--- config.mk ---
export PLATFORM = sky130hd
export DESIGN_NAME = fetch_unit
export DESIGN_NICKNAME = d
export VERILOG_FILES = /design/src/rtl/fetch_pkg.sv /design/src/rtl/fetch_queue.sv /design/src/rtl/fetch_unit.sv
export SDC_FILE = /design/constraint.sdc
export NUM_CORES = 1
export LEC_CHECK = 0
export ABC_AREA = 1
export BUFFER_PORTS_ARGS = -buffer_cell sky130_fd_sc_hd__buf_2
export CORE_MARGIN = 4
export CORE_UTILIZATION = 62
export DETAILED_ROUTE_END_ITERATION = 10
export PLACE_DENSITY_LB_ADDON = 0.05
export REMOVE_ABC_BUFFERS = 1
export SLEW_MARGIN = 40
export SYNTH_ARGS = -nofsm -noshare
export SYNTH_HDL_FRONTEND = slang
export SYNTH_SLANG_ARGS = --single-unit
--- constraint.sdc ---
create_clock -name clock -period 8.3 [get_ports clock]
set_input_delay 2.49 -clock clock [delete_from_list [all_inputs] [get_ports clock]]
set_output_delay 2.49 -clock clock [all_outputs]
set_load 0.02 [all_outputs]
--- src/rtl/fetch_pkg.sv ---
`default_nettype none
// ============================================================================
// Module      : fetch_pkg
// Description : Shared types and widths for the fetch stage and decode.
// Revision    : 1.0 - initial release
// ============================================================================
package fetch_pkg;

    localparam int c_data_w = 16;
    localparam int c_addr_w = 16;
    localparam int c_perf_w = 32;

    typedef enum logic [1:0] {
        BOOT = 2'd0,
        RUN  = 2'd1,
        HALT = 2'd2
    } fetch_state_t;

    typedef struct packed {
        logic [c_data_w-1:0] instr;
        logic [c_addr_w-1:0] pc;
    } fetch_entry_t;

    // Saturating increment for the performance counters
    function automatic logic [c_perf_w-1:0] sat_inc(input logic [c_perf_w-1:0] v, input logic en);
        return (en && (v != '1)) ? v + c_perf_w'(1) : v;
    endfunction

endpackage
`default_nettype wire

--- src/rtl/fetch_queue.sv ---
`default_nettype none
// ============================================================================
// Module      : fetch_queue
// Description : Synchronous prefetch FIFO; flush beats push, pop allowed with push.
// Revision    : 1.0 - initial release
// ============================================================================
module fetch_queue
    import fetch_pkg::*;
#(
    parameter int  DEPTH   = 4,
    parameter int  CNT_W   = $clog2(DEPTH) + 1,
    parameter type ENTRY_T = fetch_entry_t
) (
    input  logic             clock,
    input  logic             reset,
    input  logic             push,
    input  ENTRY_T           push_data,
    input  logic             pop,
    input  logic             flush,
    output ENTRY_T           head,
    output logic [CNT_W-1:0] count,
    output logic             full,
    output logic             empty
);

    localparam int c_ptr_w = $clog2(DEPTH);

    ENTRY_T               r_mem [DEPTH];
    logic [c_ptr_w-1:0]   r_rd;
    logic [c_ptr_w-1:0]   r_wr;
    logic [CNT_W-1:0]     r_count;
    logic                 w_pop_ok;

    assign w_pop_ok = pop && (r_count != '0);

    always_ff @(posedge clock) begin
        if (reset || flush) begin
            r_rd    <= '0;
            r_wr    <= '0;
            r_count <= '0;
        end else begin
            if (push) begin
                r_wr <= r_wr + c_ptr_w'(1);
            end
            if (w_pop_ok) begin
                r_rd <= r_rd + c_ptr_w'(1);
            end
            r_count <= r_count + CNT_W'(push) - CNT_W'(w_pop_ok);
        end
    end

    // Storage needs no reset; validity is tracked by the count
    always_ff @(posedge clock) begin
        if (push && !flush && !reset) begin
            r_mem[r_wr] <= push_data;
        end
    end

    assign head  = r_mem[r_rd];
    assign count = r_count;
    assign full  = (r_count == CNT_W'(DEPTH));
    assign empty = (r_count == '0);

endmodule
`default_nettype wire

--- src/rtl/fetch_unit.sv ---
`default_nettype none
// ============================================================================
// Module      : fetch_unit
// Description : PC, credit-based sequential fetch, prefetch queue, redirect kill.
//               Optional counters enabled with FETCH_PERF_CNT_EN.
// Revision    : 1.0 - initial release
// ============================================================================
module fetch_unit
    import fetch_pkg::*;
#(
    parameter int DATA_W      = c_data_w,
    parameter int ADDR_W      = c_addr_w,
    parameter int PC_STEP     = 1,
    parameter int QUEUE_DEPTH = 4,
    parameter int RESET_PC    = 0
) (
    input  logic              clock,
    input  logic              reset,
    input  logic              fetch_en,
    input  logic              redirect_valid,
    input  logic [ADDR_W-1:0] redirect_target,
    output logic              imem_req,
    output logic [ADDR_W-1:0] imem_addr,
    input  logic [DATA_W-1:0] imem_rdata,
    output logic              out_valid,
    input  logic              out_ready,
    output logic [DATA_W-1:0] out_instr,
    output logic [ADDR_W-1:0] out_pc,
`ifdef FETCH_PERF_CNT_EN
    output logic [31:0]       perf_fetched,
    output logic [31:0]       perf_redirects,
    output logic [31:0]       perf_stalls,
`endif
    output logic [ADDR_W-1:0] out_pc_next
);

    localparam int c_cnt_w = $clog2(QUEUE_DEPTH) + 1;

    typedef struct packed {
        logic [DATA_W-1:0] instr;
        logic [ADDR_W-1:0] pc;
    } entry_t;

    fetch_state_t        r_state;
    logic [ADDR_W-1:0]   r_pc;
    logic [ADDR_W-1:0]   r_issue_pc;
    logic                r_inflight;

    logic                w_issue;
    logic                w_push;
    logic                w_pop;
    logic [c_cnt_w-1:0]  w_count;
    logic                w_full;
    logic                w_empty;
    entry_t              w_push_data;
    entry_t              w_head;

    // Credit: queued entries plus the one outstanding read never exceed the depth
    assign w_issue = (r_state == RUN) && !redirect_valid &&
                     ((32'(w_count) + 32'(r_inflight)) < 32'(QUEUE_DEPTH));

    assign imem_req  = w_issue;
    assign imem_addr = r_pc;

    // A response arriving in a redirect cycle is dropped by the flush
    assign w_push            = r_inflight;
    assign w_push_data.instr = imem_rdata;
    assign w_push_data.pc    = r_issue_pc;
    assign w_pop             = !w_empty && out_ready;

    always_ff @(posedge clock) begin
        if (reset) begin
            r_state    <= BOOT;
            r_pc       <= ADDR_W'(RESET_PC);
            r_issue_pc <= '0;
            r_inflight <= 1'b0;
        end else begin
            case (r_state)
                BOOT:    r_state <= RUN;
                RUN:     if (!fetch_en) r_state <= HALT;
                HALT:    if (fetch_en)  r_state <= RUN;
                default: r_state <= BOOT;
            endcase
            r_inflight <= w_issue;
            if (redirect_valid) begin
                r_pc <= redirect_target;
            end else if (w_issue) begin
                r_pc <= r_pc + ADDR_W'(PC_STEP);
            end
            if (w_issue) begin
                r_issue_pc <= r_pc;
            end
        end
    end

    fetch_queue #(
        .DEPTH   (QUEUE_DEPTH),
        .CNT_W   (c_cnt_w),
        .ENTRY_T (entry_t)
    ) u_queue (
        .clock     (clock),
        .reset     (reset),
        .push      (w_push),
        .push_data (w_push_data),
        .pop       (w_pop),
        .flush     (redirect_valid),
        .head      (w_head),
        .count     (w_count),
        .full      (w_full),
        .empty     (w_empty)
    );

    assign out_valid   = !w_empty;
    assign out_instr   = w_head.instr;
    assign out_pc      = w_head.pc;
    assign out_pc_next = w_head.pc + ADDR_W'(PC_STEP);

    a_no_push_when_full: assert property (@(posedge clock) disable iff (reset)
        !(w_push && w_full && !w_pop && !redirect_valid));

`ifdef FETCH_PERF_CNT_EN
    logic [31:0] r_perf_fetched;
    logic [31:0] r_perf_redirects;
    logic [31:0] r_perf_stalls;

    always_ff @(posedge clock) begin
        if (reset) begin
            r_perf_fetched   <= '0;
            r_perf_redirects <= '0;
            r_perf_stalls    <= '0;
        end else begin
            r_perf_fetched   <= sat_inc(r_perf_fetched, w_pop);
            r_perf_redirects <= sat_inc(r_perf_redirects, redirect_valid);
            r_perf_stalls    <= sat_inc(r_perf_stalls, !w_empty && !out_ready);
        end
    end

    assign perf_fetched   = r_perf_fetched;
    assign perf_redirects = r_perf_redirects;
    assign perf_stalls    = r_perf_stalls;
`endif

endmodule
`default_nettype wire

==> metrics.log, run 1 <==
[metrics] Layout Cell Area excl Fill: 8855 µm²
[metrics] cells after synthesis: between 700 and 800
[metrics] Worst EP required: roughly 5.8 ns
[metrics] number of setup buffers added after CTS: 0
[metrics] Distinct cells, synth: 30
[metrics] Pre-antenna DRT Iters: 5
[metrics] crit path DAT: roughly 4.2 ns
[metrics] fmax: ~0.15 GHz
[metrics] Post-synth top flop: sky130_fd_sc_hd__edfxtp_1
[metrics] critical path class: in -> out
[metrics] total power consumption of the routed design: between 1.5 and 2 mW
[metrics] critical path launch point type: primary input
[metrics] Detail Route Antenna Nets: 0
[metrics] most frequent standard cell in the layout excluding fill and tap cells: sky130_fd_sc_hd__nand2_1
[metrics] number of placement rows: 39
[metrics] final period demand of the worst path: between 6 and 7 ns
[metrics] warning count from the yosys run: 0
[metrics] via count of the first global-routing pass: approximately 5400
[metrics] leading cell types in the layout, fill and taps excluded: 181 x sky130_fd_sc_hd__nand2_1, 128 x sky130_fd_sc_hd__edfxtp_1, 105 x sky130_fd_sc_hd__nor2_1, 102 x sky130_fd_sc_hd__buf_2, 62 x sky130_fd_sc_hd__nand3_1
[metrics] Synth top area share: 0.5113
[metrics] number of buffers on the longest clock path: 2
[metrics] CTS sink count: around 170
[metrics] CTS tree: done
[metrics] core box area: roughly 12000 µm²
[metrics] post-place instance area: roughly 8200 µm²
[metrics] CP endpoint kind: output pin
[metrics] Pins Over Slew Limit: 0
[metrics] hold crit path type: reg -> reg
[metrics] actual transition at the worst max-transition pin: slightly below 0.7 ns
[metrics] hold slack: about 0.47 ns
[metrics] cell type contributing the most total cell area after synthesis: sky130_fd_sc_hd__edfxtp_1
[metrics] Hold Buf Count CTS: 0
[metrics] number of synthesized flops with an enable pin: 128
[metrics] worst slew margin relative to its limit: 0.5510
[metrics] final hold violation count: 0
[metrics] HPWL after DPL: about 10 mm
[metrics] final core occ: 0.7593
[metrics] average wire per cell in the routed design: approximately 15 µm
[metrics] residual DRC count: 0
[metrics] clock transition at the registers of the reported paths: approximately 0.060 ns
[metrics] detailed-route wire length: 15.76 mm
[metrics] Remaining Overflow, GRT: 0
[metrics] die span in x: between 100 and 150 µm
[metrics] number of primary I/O pins: 103
[metrics] Worst VDD drop: 0.1347 mV
[metrics] peak fanout along the critical path: 35
[metrics] share of synthesized flip-flops with an asynchronous set or reset: 0
[metrics] P per Cell Area: ~210 nW/µm²
[metrics] ant diodes: 0
[metrics] count of port buffers added during placement: between 100 and 150
[metrics] Root Buffer: sky130_fd_sc_hd__clkbuf_16
[metrics] antenna violations before repair: 0
[metrics] DRC violation total after the first TritonRoute iteration: approximately 440
[metrics] global-route wire length before repair: between 20 and 30 mm
[metrics] final weighted congestion in routability-driven placement: 0.8429
[metrics] run status: completed
[metrics] total routing resource utilization after global routing: 0.2292
[metrics] insertion delay to the later sink of the worst-skew pair: 0.42 ns
[metrics] Inserted Clock Buffers: 17
[metrics] area grow syn2layout: 17.79%
[metrics] synthesized area divided by synthesized cell count: a little under 10 µm²
[metrics] RSZ-0062 raised after global routing: false
[metrics] number of nets in the layout: a little over 900
[metrics] MaxCap Viol Count: 0
[metrics] via count: ~5700
[metrics] number of register bits inferred by synthesis: about 170
[metrics] Sum Neg Setup Slack: 0 ns
[metrics] leakage power total: between 3 and 4 nW
[metrics] Die Footprint: approximately 14000 µm²
[metrics] portion of the post-synthesis area used by sequential elements: 0.6285
[metrics] die boundary height: 118.1 µm
[metrics] cell area after synthesis: roughly 7500 µm²
[metrics] maximum number of pins on one net before global-route repair: 67
[metrics] worst clock skew: between 0.01 and 0.015 ns
[metrics] post-route clock period utilization: 0.8096
[metrics] post-CTS resize count: 0
[metrics] H-tree level count: 4
[metrics] ratio of cells with drive above 1 in the final layout: 0.2011
[metrics] average vias per placed instance: approximately 5.6
[metrics] initial standard-cell utilization of the core: 0.6446
[metrics] dominant cells by area after synthesis: sky130_fd_sc_hd__edfxtp_1 51%, sky130_fd_sc_hd__dfxtp_1 12%, sky130_fd_sc_hd__nand2_1 9.0%
[metrics] number of setup violations in the final report: 0
[per-stage QoR]
stage | instances | worst slack (ns)
2_1_floorplan | 736 | 2.383
3_3_place_gp | 983 | 1.651
3_5_place_dp | 991 | 1.564
4_1_cts | 1023 | 1.588
5_1_grt | 1023 | 1.350
6_report | 1023 | 1.580
[cells by family (layout without fill, tap and decap cells)]
kind of cell               Yosys count  in the layout  synth area share
buffers and inverters               91            204           0.05459
and+or+nand+nor                    379            379            0.2112
adders and majority gates           10             10           0.01764
AOI/OAI and AO/OA                  101            101           0.07174
xor gates and xnor gates            14             14           0.01631
DFF                                172            172            0.6285
[final timing paths]
check                                      start             to  slack, ns  depth (start not counted)
worst max-delay path              redirect_valid       imem_req       1.58                          7
worst max register to register  u_queue.count[1]  r_issue_pc[6]       6.15                          8
worst min-delay path             u_queue.r_rd[0]       register       0.47                          1
worst min register to register   u_queue.r_rd[0]       register       0.47                          1
[synthesized netlist by cell type (7+ instances only)]
cell,instances
sky130_fd_sc_hd__nand3_1,62
sky130_fd_sc_hd__ha_1,9
sky130_fd_sc_hd__clkbuf_1,14
sky130_fd_sc_hd__nand2_1,181
sky130_fd_sc_hd__a21oi_1,24
sky130_fd_sc_hd__o22ai_1,16
sky130_fd_sc_hd__edfxtp_1,128
sky130_fd_sc_hd__o21ai_0,52
sky130_fd_sc_hd__dfxtp_1,44
sky130_fd_sc_hd__nor2_1,109
sky130_fd_sc_hd__buf_4,7
sky130_fd_sc_hd__inv_1,52
sky130_fd_sc_hd__nand2_2,8
sky130_fd_sc_hd__xor2_1,11
[power by group]
part / internal, mW / switching [mW] / total [mW]
clock: 0.479 / 0.328 / 0.807
sequential: 0.938 / 0.0167 / 0.955
combinational: 0.0330 / 0.0642 / 0.0972
[final cells by class]
| type | count | area (µm²) |
|---|---|---|
| clock buffer | 18 | 429.2 |
| multi-input combinational | 504 | 2412 |
| timing repair buffer | 112 | 695.7 |
| inverter | 60 | 232.7 |
| sequential | 172 | 4726 |
| tap | 143 | 178.9 |
| clock inverter | 14 | 180.2 |
| fill | 793 | 2808 |
[sequential cells by signal, indices dropped and copies added (netlist names), named ones only]
register and count:
imem_addr 16, r_state 2, u_queue.r_wr 2, u_queue.count 3
u_queue.r_mem 128, r_issue_pc 16, u_queue.r_rd 2, r_inflight 1
[metal layers]
layer,global-route usage,up-vias,share of wire
li1,-,2796,-
met1,0.2895,2653,0.43
met3,0.05190,22,0.065
met5,0,-,0
met4,0.08938,0,0.017
met2,0.3862,211,0.49
[worst max-delay path: stages]
cell and delay, ns:
sky130_fd_sc_hd__buf_2 0.21, sky130_fd_sc_hd__inv_4 0.14, sky130_fd_sc_hd__nand3_1 0.09, sky130_fd_sc_hd__nor2_1 0.12
sky130_fd_sc_hd__nand3_2 0.33, sky130_fd_sc_hd__inv_2 0.56, sky130_fd_sc_hd__buf_2 0.27
(Power assumes the default switching activity.)
==> inputs of run 2 (changes only) <==
--- a/config.mk
+++ b/config.mk
@@ -8,7 +8,7 @@
 export ABC_AREA = 1
 export BUFFER_PORTS_ARGS = -buffer_cell sky130_fd_sc_hd__buf_2
 export CORE_MARGIN = 4
-export CORE_UTILIZATION = 62
+export CORE_UTILIZATION = 57
 export DETAILED_ROUTE_END_ITERATION = 10
 export PLACE_DENSITY_LB_ADDON = 0.05
 export REMOVE_ABC_BUFFERS = 1
==> constraint.sdc (replaced) <==
create_clock -name clock -period 6.6 [get_ports clock]
set_input_delay 1.98 -clock clock [delete_from_list [all_inputs] [get_ports clock]]
set_output_delay 1.98 -clock clock [all_outputs]
set_load 0.02 [all_outputs]
==> metrics.log, run 2 (synthesis results as in run 1) <==
[metrics] run status: completed
[metrics] die boundary height: 122.8 µm (+4.0%)
[metrics] CTS sink count: 172 (unchanged)
[metrics] number of placement rows: 41 (+5.1%)
[metrics] leakage power total: 3.608 nW (-0.71%)
[metrics] Die Footprint: 15090 µm² (+8.2%)
[metrics] detailed-route wire length: 15.86 mm (+0.66%)
[metrics] ratio of cells with drive above 1 in the final layout: 0.1993 (-0.001820)
[metrics] final period demand of the worst path: approximately 5.2 ns
[metrics] Hold Buf Count CTS: 0 (unchanged)
[metrics] RSZ-0062 raised after global routing: false
[metrics] insertion delay to the later sink of the worst-skew pair: 0.42 ns (about the same)
[metrics] critical path's largest stage delay: 0.37 ns (-0.19 ns)
[metrics] total power consumption of the routed design: 2.374 mW (+28%)
[metrics] global-route wire length before repair: 25.59 mm (+0.54%)
[metrics] number of primary I/O pins: 103 (unchanged)
[metrics] number of buffers on the longest clock path: 2 (unchanged)
[metrics] antenna violations before repair: 0 (unchanged)
[metrics] DRC violation total after the first TritonRoute iteration: 335 (-24%)
[metrics] fraction of power spent switching nets: 0.2153 (-0.004514)
[metrics] critical path class: in -> out
[metrics] post-CTS resize count: 0 (unchanged)
[metrics] via count of the first global-routing pass: 5318 (-0.67%)
[metrics] share of power burned in combinational logic: 0.051 (about the same)
[metrics] Remaining Overflow, GRT: 0 (unchanged)
[metrics] Most flops, register: u_queue.r_mem
[metrics] crit path DAT: 3.23 ns (-1.00 ns)
[metrics] Inserted Clock Buffers: 17 (unchanged)
[metrics] sequential fraction of design power: 0.506 (-0.008)
[metrics] most frequent standard cell in the layout excluding fill and tap cells: sky130_fd_sc_hd__nand2_1
[metrics] final core occ: 0.6913 (-0.06800)
[metrics] final weighted congestion in routability-driven placement: 0.8860 (+5.1%)
[metrics] clock network fraction of total power: 0.443 (+0.009)
[metrics] max reg flops: 128 (unchanged)
[metrics] HPWL after DPL: 10.44 mm (+1.4%)
[metrics] MaxCap Viol Count: 0 (unchanged)
[metrics] total routing resource utilization after global routing: 0.2192 (-0.01001)
[metrics] Detail Route Antenna Nets: 0 (unchanged)
[metrics] worst-path cell with the longest stage delay: sky130_fd_sc_hd__nand3_2
[metrics] Pre-antenna DRT Iters: 5 (unchanged)
[metrics] total internal power: 1.863 mW (+28%)
[metrics] peak fanout along the critical path: 23 (-34%)
[metrics] maximum number of pins on one net before global-route repair: 66 (-1.5%)
[metrics] number of setup buffers added after CTS: 0 (unchanged)
[metrics] P per Cell Area: 268.8 nW/µm² (+28%)
[metrics] fmax: around 0.19 GHz
[metrics] Pins Over Slew Limit: 0 (unchanged)
[metrics] number of nets in the layout: 912 (-0.22%)
[metrics] cell-by-cell trace of the critical path: buf_2 -> inv_4 -> nand3_1 -> nor2_1 -> nand3_2 -> inv_2 -> buf_2
[metrics] initial standard-cell utilization of the core: 0.5885 (-0.05607)
[metrics] actual transition at the worst max-transition pin: 0.6423 ns (-0.03123 ns)
[metrics] Root Buffer: sky130_fd_sc_hd__clkbuf_16
[metrics] final hold violation count: 0 (unchanged)
[metrics] Worst VDD drop: 0.1465 mV (+8.7%)
[metrics] core box area: 12770 µm² (+9.5%)
[metrics] residual DRC count: 0 (unchanged)
[metrics] number of setup violations in the final report: 0 (unchanged)
[metrics] via count: 5586 (-1.7%)
[metrics] average vias per placed instance: 5.320 (-4.2%)
[metrics] hold crit path type: reg -> reg
[metrics] worst clock skew: 0.006608 ns (-0.003657 ns)
[metrics] Sum Neg Setup Slack: 0 ns (unchanged)
[metrics] H-tree level count: 4 (unchanged)
[metrics] critical path launch point type: primary input
[metrics] ant diodes: 0 (unchanged)
[metrics] worst slew margin relative to its limit: 0.5718 (+0.02082)
[metrics] clock transition at the registers of the reported paths: 0.06 ns (about the same)
[metrics] area grow syn2layout: 17.46%
[metrics] average wire per cell in the routed design: 15.11 µm (-1.9%)
[metrics] Psw: 511.1 µW (+25%)
[metrics] leading cell types in the layout, fill and taps excluded: 181 x sky130_fd_sc_hd__nand2_1, 128 x sky130_fd_sc_hd__edfxtp_1, 105 x sky130_fd_sc_hd__nor2_1, 102 x sky130_fd_sc_hd__buf_2, 62 x sky130_fd_sc_hd__nand3_1
[metrics] CTS tree: done
[metrics] post-route clock period utilization: 0.7894
[metrics] die span in x: 122.8 µm (+4.0%)
[metrics] count of port buffers added during placement: 102 (unchanged)
[metrics] CP endpoint kind: output pin
[metrics] library cell appearing most often on the critical path: sky130_fd_sc_hd__buf_2
[metrics] Worst EP required: 4.62 ns (-1.19 ns)
==> run 2: cell types whose count changed in the layout (fill, tap and decap cells not counted) <==
| cell | previous run | this run |
|---|---|---|
| sky130_fd_sc_hd__clkinv_2 | 1 | 0 |
| sky130_fd_sc_hd__buf_16 | 4 | 0 |
| sky130_fd_sc_hd__inv_6 | 6 | 4 |
| sky130_fd_sc_hd__bufinv_16 | 3 | 4 |
| sky130_fd_sc_hd__buf_4 | 2 | 3 |
| sky130_fd_sc_hd__buf_8 | 4 | 5 |
| sky130_fd_sc_hd__clkinvlp_4 | 2 | 3 |
| sky130_fd_sc_hd__inv_8 | 0 | 1 |
==> run 2: path summary, 6_finish.rpt <==
| path | from | endpoint | slack, ns | cells past startpoint |
|---|---|---|---|---|
| worst max-delay path | redirect_valid | imem_req | 1.39 | 7 |
| worst min register to register | u_queue.r_rd[1] | u_queue.r_rd[1] | 0.47 | 2 |
| worst min-delay path | u_queue.r_rd[1] | u_queue.r_rd[1] | 0.47 | 2 |
| worst max register to register | u_queue.count[1] | imem_addr[7] | 4.53 | 11 |
==> run 2: metrics by stage <==
step                      instance area [µm²]  std cells  setup WS (ns)  hold slack (ns)
after floorplan                          7337        736          1.315           0.4356
after global placement                   8117       1013          1.426           0.4510
after detailed placement                 8194       1018          1.393           0.4622
after CTS                                8830       1050          1.387           0.4717
after global routing                     8830       1050          1.187           0.5124
final                                    8830       1050          1.390           0.4692
==> run 2: routing by layer <==
layer	GRT usage	share of wire	wire [µm]	vias up
met2	0.3669	0.48	7646	184
met5	0	0	0	-
met4	0.08118	0.015	233	0
met3	0.04101	0.060	949	22
met1	0.2854	0.44	7032	2594
li1	-	-	-	2786
==> run 2: area by class of cell <==
| class | count | area [µm²] |
|---|---|---|
| flip-flops and latches | 172 | 4726 |
| fillers | 984 | 3944 |
| repair buffers | 110 | 608.1 |
| well taps | 172 | 215.2 |
| clock buffers | 18 | 429.2 |
| clock inverters | 14 | 206.4 |
| multi-input cells | 504 | 2412 |
| inverters | 60 | 232.7 |
==> run 2: worst max-delay path, delay by kind of cell <==
| family | cells | cell delay, ns |
|---|---|---|
| buffers and inverters | 4 | 0.67 |
| and+or+nand+nor | 3 | 0.56 |
==> run 2: power by group through the flow <==
stage          Sequential, mW  Clock (mW)  Combinational (mW)
3_3_place_gp             1.22           0               0.118
3_5_place_dp             1.22           0               0.122
6_report                 1.20        1.05               0.122
2_1_floorplan            1.23           0              0.0658
4_1_cts                  1.20        1.07               0.122
5_1_grt                  1.20        1.11               0.137
==> inputs of run 3 (changes only) <==
==> constraint.sdc (replaced) <==
create_clock -name clock -period 5.38 [get_ports clock]
set_input_delay 1.614 -clock clock [delete_from_list [all_inputs] [get_ports clock]]
set_output_delay 1.614 -clock clock [all_outputs]
set_load 0.02 [all_outputs]
==> metrics.log, run 3 (synthesis results as in run 1) <==
[metrics] final weighted congestion in routability-driven placement: 0.8947 (+0.98%)
[metrics] hold crit path type: reg -> reg
[metrics] residual DRC count: 0 (unchanged)
[metrics] hold slack: 0.4724 ns (+0.003207 ns)
[metrics] HPWL after DPL: 10.78 mm (+3.3%)
[metrics] count of port buffers added during placement: 102 (unchanged)
[metrics] number of primary I/O pins: 103 (unchanged)
[metrics] CP endpoint kind: output pin
[metrics] actual transition at the worst max-transition pin: 0.6542 ns (+0.01191 ns)
[metrics] crit path DAT: 2.77 ns (-0.46 ns)
[metrics] peak fanout along the critical path: 48 (+110%)
[metrics] Worst VDD drop: 0.2057 mV (+40%)
[metrics] final period demand of the worst path: between 4 and 5 ns
[metrics] total routing resource utilization after global routing: 0.2259 (+0.006737)
[metrics] H-tree level count: 4 (unchanged)
[metrics] FF-to-FF Start: u_queue.count[1]
[metrics] total power consumption of the routed design: 2.735 mW (+15%)
[metrics] register-to-register path setup slack: 3.43 ns (-1.10 ns)
[metrics] worst-path cell with the longest stage delay: sky130_fd_sc_hd__or2_2
[metrics] Die Footprint: 15090 µm² (unchanged)
[metrics] library cell appearing most often on the critical path: sky130_fd_sc_hd__nand2_1
[metrics] leakage power total: 3.589 nW (-0.55%)
[metrics] via count of the first global-routing pass: 5290 (-0.53%)
[metrics] global-route wire length before repair: 25.95 mm (+1.4%)
[metrics] core box area: 12770 µm² (unchanged)
[metrics] Most flops, register: u_queue.r_mem
[metrics] critical path class: reg -> out
[metrics] Hold Buf Count CTS: 0 (unchanged)
[metrics] insertion delay to the later sink of the worst-skew pair: 0.43 ns (about the same)
[metrics] CTS sink count: 172 (unchanged)
[metrics] number of buffers on the longest clock path: 2 (unchanged)
[metrics] average wire per cell in the routed design: 15.43 µm (+2.1%)
[metrics] number of nets in the layout: 916 (+0.44%)
[metrics] worst slew margin relative to its limit: 0.5639 (-0.007938)
[metrics] most frequent standard cell in the layout excluding fill and tap cells: sky130_fd_sc_hd__nand2_1
[metrics] ratio of cells with drive above 1 in the final layout: 0.1961 (-0.003172)
[metrics] post-route clock period utilization: 0.8153
[metrics] cell count after placement: 1022 (+0.39%)
[metrics] maximum number of pins on one net before global-route repair: 66 (unchanged)
[metrics] RR Endpoint: u_queue.count[2]
[metrics] via count: 5580 (-0.11%)
[metrics] antenna violations before repair: 0 (unchanged)
[metrics] Inserted Clock Buffers: 17 (unchanged)
[metrics] die span in x: 122.8 µm (unchanged)
[metrics] critical path's largest stage delay: 0.51 ns (+0.14 ns)
[metrics] number of setup violations in the final report: 0 (unchanged)
[metrics] number of standard cells in the layout, taps in and fillers out: 1054 (+0.38%)
[metrics] Remaining Overflow, GRT: 0 (unchanged)
[metrics] cell-by-cell trace of the critical path: clkinv_2 -> or2_2 -> nand3_1 -> nand2_2 -> ha_1 -> nand3_2 -> nor2_4 -> nand2_1 -> nand2_1 -> nand2_1 -> buf_2
[metrics] Worst Hold Launch: u_queue.r_rd[1]
[metrics] clock transition at the registers of the reported paths: 0.06 ns (about the same)
[metrics] initial standard-cell utilization of the core: 0.5885 (unchanged)
[metrics] destination of the critical timing path: out_pc_next[10]
[metrics] worst-case reg-to-reg path depth: 11 (unchanged)
[metrics] area grow syn2layout: 16.89%
[metrics] final hold violation count: 0 (unchanged)
[metrics] Detail Route Antenna Nets: 0 (unchanged)
[metrics] Pins Over Slew Limit: 0 (unchanged)
[metrics] Pre-antenna DRT Iters: 5 (unchanged)
[metrics] RSZ-0062 raised after global routing: false
[metrics] die boundary height: 122.8 µm (unchanged)
[metrics] fmax: approximately 0.23 GHz
[metrics] MaxCap Viol Count: 0 (unchanged)
[metrics] leading cell types in the layout, fill and taps excluded: 181 x sky130_fd_sc_hd__nand2_1, 128 x sky130_fd_sc_hd__edfxtp_1, 105 x sky130_fd_sc_hd__nor2_1, 102 x sky130_fd_sc_hd__buf_2, 62 x sky130_fd_sc_hd__nand3_1
[metrics] max reg flops: 128 (unchanged)
[metrics] critical path launch point type: register
[metrics] final core occ: 0.6879 (-0.003331)
[metrics] CTS tree: done
[metrics] Sum Neg Setup Slack: 0 ns (unchanged)
[metrics] post-CTS resize count: 0 (unchanged)
[metrics] detailed-route wire length: 16.26 mm (+2.5%)
[metrics] number of placement rows: 41 (unchanged)
[metrics] Root Buffer: sky130_fd_sc_hd__clkbuf_16
[metrics] run status: completed
[metrics] DRC violation total after the first TritonRoute iteration: 416 (+24%)
[metrics] average vias per placed instance: 5.294 (-0.49%)
[metrics] ant diodes: 0 (unchanged)
[metrics] number of setup buffers added after CTS: 0 (unchanged)
[metrics] P per Cell Area: 311.2 nW/µm² (+16%)
[metrics] Worst EP required: 3.77 ns (-0.85 ns)
[metrics] worst clock skew: 0.006401 ns (-0.0002076 ns)
[run 3: cell type report]
| class | instances | area (µm²) |
|---|---|---|
| clock inverters | 12 | 100.1 |
| clock buffers | 20 | 436.7 |
| inverters | 60 | 231.5 |
| multi-input cells | 504 | 2412 |
| fillers | 983 | 3986 |
| well taps | 172 | 215.2 |
| flip-flops and latches | 172 | 4726 |
| repair buffers | 114 | 665.6 |
[run 3: worst min path at each step]
stage | endpoint | depth (start not counted)
after global routing | register | 2
after detailed placement | register | 2
after CTS | register | 2
after global placement | u_queue.r_rd[1] | 2
final | register | 2
after floorplan | register | 2
[run 3: through the flow]
step,instance area [µm²],setup slack (ns)
after global routing,8787,0.8172
final,8787,0.9939
after floorplan,7337,0.4609
after detailed placement,8249,1.107
after CTS,8786,1.020
after global placement,8132,1.117
[run 3: per-layer routing]
| layer | up-vias | GRT usage | share of wire |
|---|---|---|---|
| met3 | 18 | 0.05207 | 0.062 |
| met1 | 2593 | 0.2989 | 0.45 |
| li1 | 2781 | - | - |
| met2 | 188 | 0.3724 | 0.48 |
| met4 | 0 | 0.07068 | 0.012 |
| met5 | - | 0 | 0 |
[run 3: power by group]
part / total [mW] / internal (mW) / switching [mW]
logic: 0.150 / 0.0513 / 0.0991
clock network: 1.11 / 0.631 / 0.480
registers: 1.47 / 1.45 / 0.0260
total: 2.73 / 2.13 / 0.605
[run 3: worst max-delay path: cells and delay by family, from the launching register on]
family / cells / cell delay [ns]
simple gates: 8 / 1.08
buf+inv: 2 / 0.66
flops: 1 / 0.34
fa+ha+maj: 1 / 0.24
